[config.mk]
export PLATFORM = sky130hd
export DESIGN_NAME = serial_comp_arbiter
export DESIGN_NICKNAME = d
export VERILOG_FILES = /design/src/rtl/serial_comp_arbiter.sv
export SDC_FILE = /design/constraint.sdc
export NUM_CORES = 1
export LEC_CHECK = 0
export ABC_AREA = 1
export CORE_MARGIN = 5
export CORE_UTILIZATION = 49
export CTS_CLUSTER_DIAMETER = 80
export CTS_CLUSTER_SIZE = 10
export DETAILED_ROUTE_END_ITERATION = 12
export PLACE_DENSITY = 0.79
export SETUP_SLACK_MARGIN = 0.1
export SYNTH_ARGS = -nofsm -noshare
export SYNTH_HDL_FRONTEND = slang
export SYNTH_SLANG_ARGS = --single-unit
[constraint.sdc]
create_clock -name clk -period 1.9 [get_ports clk]
set_input_delay 0.38 -clock clk [delete_from_list [all_inputs] [get_ports clk]]
set_output_delay 0.38 -clock clk [all_outputs]
set_load 0.02 [all_outputs]
[src/rtl/serial_comp_arbiter.sv]
// serial_comp_arbiter: round-robin arbiter and sequencer that time-shares one
// bit-serial comparator between two parallel-word clients.
//
// Ports:
//   clk, reset                      clock, synchronous active-high reset
//   req{0,1}_valid/_ready/_a/_b     client request handshakes and operands
//   rsp_valid/_ready/_id/_gt/_eq    response handshake and verdict
//   busy                            high whenever not idle
//   cmp_reset, cmp_a, cmp_b         drive to the serial comparator
//   cmp_lgn, cmp_e                  verdict from the serial comparator
module serial_comp_arbiter #(
    parameter int unsigned BIT_LEN = 4
) (
    input  logic               clk,
    input  logic               reset,
    input  logic               req0_valid,
    output logic               req0_ready,
    input  logic [BIT_LEN-1:0] req0_a,
    input  logic [BIT_LEN-1:0] req0_b,
    input  logic               req1_valid,
    output logic               req1_ready,
    input  logic [BIT_LEN-1:0] req1_a,
    input  logic [BIT_LEN-1:0] req1_b,
    output logic               rsp_valid,
    input  logic               rsp_ready,
    output logic               rsp_id,
    output logic               rsp_gt,
    output logic               rsp_eq,
    output logic               busy,
    output logic               cmp_reset,
    output logic               cmp_a,
    output logic               cmp_b,
    input  logic               cmp_lgn,
    input  logic               cmp_e
);

    localparam int unsigned CNT_W = (BIT_LEN > 1) ? $clog2(BIT_LEN) : 1;

    typedef enum logic [2:0] {
        IDLE,
        CLEAR,
        SHIFT,
        SAMPLE,
        RESP
    } state_t;

    state_t             state, state_d;
    logic               last, last_d;
    logic               cur_id, cur_id_d;
    logic [BIT_LEN-1:0] sh_a, sh_a_d;
    logic [BIT_LEN-1:0] sh_b, sh_b_d;
    logic [CNT_W-1:0]   bitcnt, bitcnt_d;
    logic               rsp_valid_d, rsp_id_d, rsp_gt_d, rsp_eq_d;
    logic               grant0, grant1;

    // Round-robin: a lone requester wins; on contention the one not served last wins.
    assign grant0 = req0_valid & (~req1_valid | last);
    assign grant1 = req1_valid & (~req0_valid | ~last);

    // State register.
    always_ff @(posedge clk) begin
        if (reset) begin
            state <= IDLE;
        end else begin
            state <= state_d;
        end
    end

    // Datapath and response registers.
    always_ff @(posedge clk) begin
        if (reset) begin
            last      <= 1'b1;
            cur_id    <= 1'b0;
            sh_a      <= '0;
            sh_b      <= '0;
            bitcnt    <= '0;
            rsp_valid <= 1'b0;
            rsp_id    <= 1'b0;
            rsp_gt    <= 1'b0;
            rsp_eq    <= 1'b0;
        end else begin
            last      <= last_d;
            cur_id    <= cur_id_d;
            sh_a      <= sh_a_d;
            sh_b      <= sh_b_d;
            bitcnt    <= bitcnt_d;
            rsp_valid <= rsp_valid_d;
            rsp_id    <= rsp_id_d;
            rsp_gt    <= rsp_gt_d;
            rsp_eq    <= rsp_eq_d;
        end
    end

    // Next-state and output decode.
    always_comb begin
        state_d     = state;
        last_d      = last;
        cur_id_d    = cur_id;
        sh_a_d      = sh_a;
        sh_b_d      = sh_b;
        bitcnt_d    = bitcnt;
        rsp_valid_d = rsp_valid;
        rsp_id_d    = rsp_id;
        rsp_gt_d    = rsp_gt;
        rsp_eq_d    = rsp_eq;
        req0_ready  = 1'b0;
        req1_ready  = 1'b0;
        cmp_reset   = reset;
        cmp_a       = 1'b0;
        cmp_b       = 1'b0;
        busy        = (state != IDLE);

        unique case (state)
            IDLE: begin
                // No accept is offered while reset is held.
                req0_ready = grant0 & ~reset;
                req1_ready = grant1 & ~reset;
                if (grant0) begin
                    sh_a_d   = req0_a;
                    sh_b_d   = req0_b;
                    cur_id_d = 1'b0;
                    last_d   = 1'b0;
                    state_d  = CLEAR;
                end else if (grant1) begin
                    sh_a_d   = req1_a;
                    sh_b_d   = req1_b;
                    cur_id_d = 1'b1;
                    last_d   = 1'b1;
                    state_d  = CLEAR;
                end
            end
            CLEAR: begin
                cmp_reset = 1'b1;
                bitcnt_d  = CNT_W'(BIT_LEN - 1);
                state_d   = SHIFT;
            end
            SHIFT: begin
                cmp_a  = sh_a[BIT_LEN-1];
                cmp_b  = sh_b[BIT_LEN-1];
                sh_a_d = sh_a << 1;
                sh_b_d = sh_b << 1;
                if (bitcnt == '0) begin
                    state_d = SAMPLE;
                end else begin
                    bitcnt_d = bitcnt - CNT_W'(1);
                end
            end
            SAMPLE: begin
                // Comparator outputs now reflect every shifted bit.
                rsp_gt_d    = cmp_lgn & ~cmp_e;
                rsp_eq_d    = cmp_e;
                rsp_id_d    = cur_id;
                rsp_valid_d = 1'b1;
                state_d     = RESP;
            end
            RESP: begin
                if (rsp_ready) begin
                    rsp_valid_d = 1'b0;
                    state_d     = IDLE;
                end
            end
            default: begin
                state_d = IDLE;
            end
        endcase
    end

endmodule
==> impl_metrics.tcl <==
set metrics [dict create \
    drive_gt1_share_pct 17.6 \
    routed_wl_microns 2550 \
    worst_pin_slew_ns 0.243 \
    cts_tree "done" \
    grt_pass1_wl_microns 4550 \
    synth_cells 167 \
    synthDistinctLibCells 26 \
    clock_skew_ns 0.00232 \
    crit_path_max_incr_delay_ns 0.53 \
    syn_nets 191 \
    p_leak_nw 0.739 \
    placed_cell_area_sq_um 1490 \
    die_area_sq_um 3240 \
    clk_latency_ns 0.30 \
    die_w_microns 56.9 \
    cts.clk_slew.worst_paths_ns 0.11 \
    synth_top_area_share_pct 35.3 \
    finish.utilization_pct 69.9 \
    hold_path_class "reg2reg" \
    path_buf_inv 3 \
    max_cap_viol_count 0 \
    stdcell_count 238 \
    yosysTopAreaCell "dfxtp_1" \
    endpoint_kind "primary output" \
    cts_max_level 1 \
    critPathLaunchType "input port" \
    vias 1138 \
    netlist_top_cells_area "dfxtp_1 35%, nand2_1 11%, nor2_1 10%, nand3_1 8.4%, inv_1 8.0%" \
    hold_violations 0 \
    pin_count 33 \
    dpl.cell_count 234 \
    io_buffers 32 \
    synth_area_sq_um 1080 \
    clock-root-buffer "clkbuf_4" \
    initial_core_util_pct 50.2 \
    core_sq_um 2150 \
    worst-path-stages 5 \
    rows 17 \
    synth_edf_count 0 \
    status "completed" \
    dpl.hpwl_microns 2040 \
    ys_ff_latch 19 \
    yosysWarnings 0 \
    crit_path_cell_trace "clkdlybuf4s50_1 -> inv_2 -> o21ai_1 -> nor3_1 -> buf_2" \
    syn_area_per_cell_sq_um 6.46 \
    slew_headroom_pct 83.8 \
    place.gp.congestion 0.763 \
    clkSinkCount 19 \
    setup_violations 0 \
    critPathRequiredTime_ns 1.52 \
    cpLargestDelayFamily "buffers and inverters" \
    yosysMostFrequentCell "nand2_1" \
    wl_per_cell_microns 10.7 \
    synth-seq-area-share_pct 35.3 \
    viasPerCell 4.78 \
    die_h_microns 56.9 \
    fin_nets 235 \
    antenna_found_initial 0 \
    cts_made_buffers 3 \
    final_cell_area_sq_um 1500 \
    gr-total-overflow 0 \
    synth_flop_cell "dfxtp_1" \
    postRouteAntennaNets 0 \
    slowest_stage "clkdlybuf4s50_1" \
    grt_max_degree 14 \
    grt_pass1_vias 1099 \
    grt_use_total_pct 17.1 \
    drc 0 \
    slew_violations 0 \
    async_reset_ff_share_pct 0 \
    worstSetupPathType "in2out" \
    power_mw 1.39 \
    drtIter0Drc 13 \
    period_needed_ns 1.73 \
    finalCritPeriodShare_pct 91.1 \
    syn2layout_area_growth_pct 39.2 \
    cts.path.max_buffers 2 \
    rr_worst_depth 9 \
    cp_max_fo 3 \
    ir_drop_mv 0.483 \
    synthTopCellsByCount "33 x nand2_1, 29 x nor2_1, 23 x inv_1" \
    first_pass_iters 4 \
    worst_ep_arrival_time_ns 1.35 \
    rsz0062_at_grt "no" \
    fin_tns_setup_ns 0 \
    n_antenna_cell 0 \
    fmax_mhz 578 \
    p_per_area_nw_per_um2 927 \
    whs_path_depth 2 \
]
## metrics by stage
step	setup slack (ns)	hold WS (ns)
6_report	0.169	0.452
5_1_grt	0.113	0.490
4_1_cts	0.102	0.458
3_5_place_dp	-0.352	0.447
3_3_place_gp	-0.307	0.433
2_1_floorplan	0.200	0.453
## placed cells by master, fill, tap and decap left out
cell | synthesis | routed
nor2_1 | 29 | 29
dfxtp_1 | 19 | 16
inv_1 | 23 | 23
nand3_1 | 18 | 18
o21ai_0 | 6 | 5
inv_2 | 4 | 4
a21oi_1 | 7 | 7
clkbuf_1 | 1 | 1
nand2_2 | 5 | 5
nor2_2 | 1 | 1
o21ai_1 | 0 | 1
a21oi_2 | 1 | 1
a22oi_1 | 1 | 1
buf_2 | 1 | 2
nand3_4 | 1 | 1
dlygate4sd2_1 | 0 | 3
nand2_1 | 33 | 33
a31oi_1 | 1 | 1
ha_1 | 1 | 1
nor3_1 | 3 | 3
nand2_4 | 2 | 2
o211ai_1 | 1 | 1
clkbuf_4 | 0 | 3
nand3b_1 | 2 | 2
nand4_1 | 2 | 2
clkdlybuf4s50_1 | 0 | 24
buf_4 | 0 | 10
nor3_4 | 0 | 1
clkinv_1 | 1 | 1
dfxtp_2 | 0 | 3
clkbuf_2 | 0 | 2
inv_4 | 2 | 2
clkdlybuf4s15_1 | 0 | 1
## kinds of logic after synthesis
kind of cell	after synthesis	synth area share (%)
flops	19	35.3
buf+inv	33	12.8
compound gates	17	8.82
fa+ha+maj	1	1.16
simple gates	97	42.0
## what timing repair did
action                                  CTS  global route
hold buffers                              0             0
gates resized for setup                  16            10
cloned                                    0             0
pin swaps                                 0             0
buffers inserted                          0             0
endpoints found under the setup margin    6             6
## state kept, by name (all words and copies together) (netlist names)
| register | count |
|---|---|
| sh_a | 4 |
| sh_b | 4 |
| state | 3 |
| bitcnt | 2 |
| cur_id | 1 |
| last | 1 |
| rsp_eq | 1 |
| rsp_gt | 1 |
| rsp_id | 1 |
| rsp_valid | 1 |
## power breakdown
part / internal [mW] / leakage (nW) / total, mW / switching (mW)
sequential: 0.492 / 0.158 / 0.545 / 0.0537
combinational: 0.267 / 0.567 / 0.638 / 0.371
clock: 0.0819 / 0.0150 / 0.208 / 0.127
total: 0.841 / 0.739 / 1.39 / 0.551
## routing by layer
layer / wire (microns) / track usage [%] / part of all wire, % / vias up
li1: - / - / - / 609
met1: 1130 / 20.1 / 44 / 493
met2: 1230 / 29.5 / 48 / 31
met3: 140 / 4.14 / 5.5 / 5
met4: 44 / 6.62 / 1.7 / 0
met5: 0 / 0 / 0 / -
## final timing paths
path / endpoint / slack, ns / start
max: req1_ready / 0.17 / req0_valid
min: rsp_id / 0.45 / rsp_id
max reg2reg: bitcnt[1] / 0.54 / state[1]
min reg2reg: rsp_id / 0.45 / rsp_id
## worst reg2reg max path: cells and delay by family, from the launching register on
family        cells  cell delay (ns)
buf+inv           3             0.45
flops             1             0.41
simple gates      6             0.41
## final cells by class
cell class              instances  area (sq um)
clock buffers                   4          26.3
fillers                       186           647
inverters                      30           118
multi-input cells             115           567
flip-flops and latches         19           384
well taps                      28          35.0
repair buffers                 42           372
No activity file was read; power rests on OpenSTA's default activity.
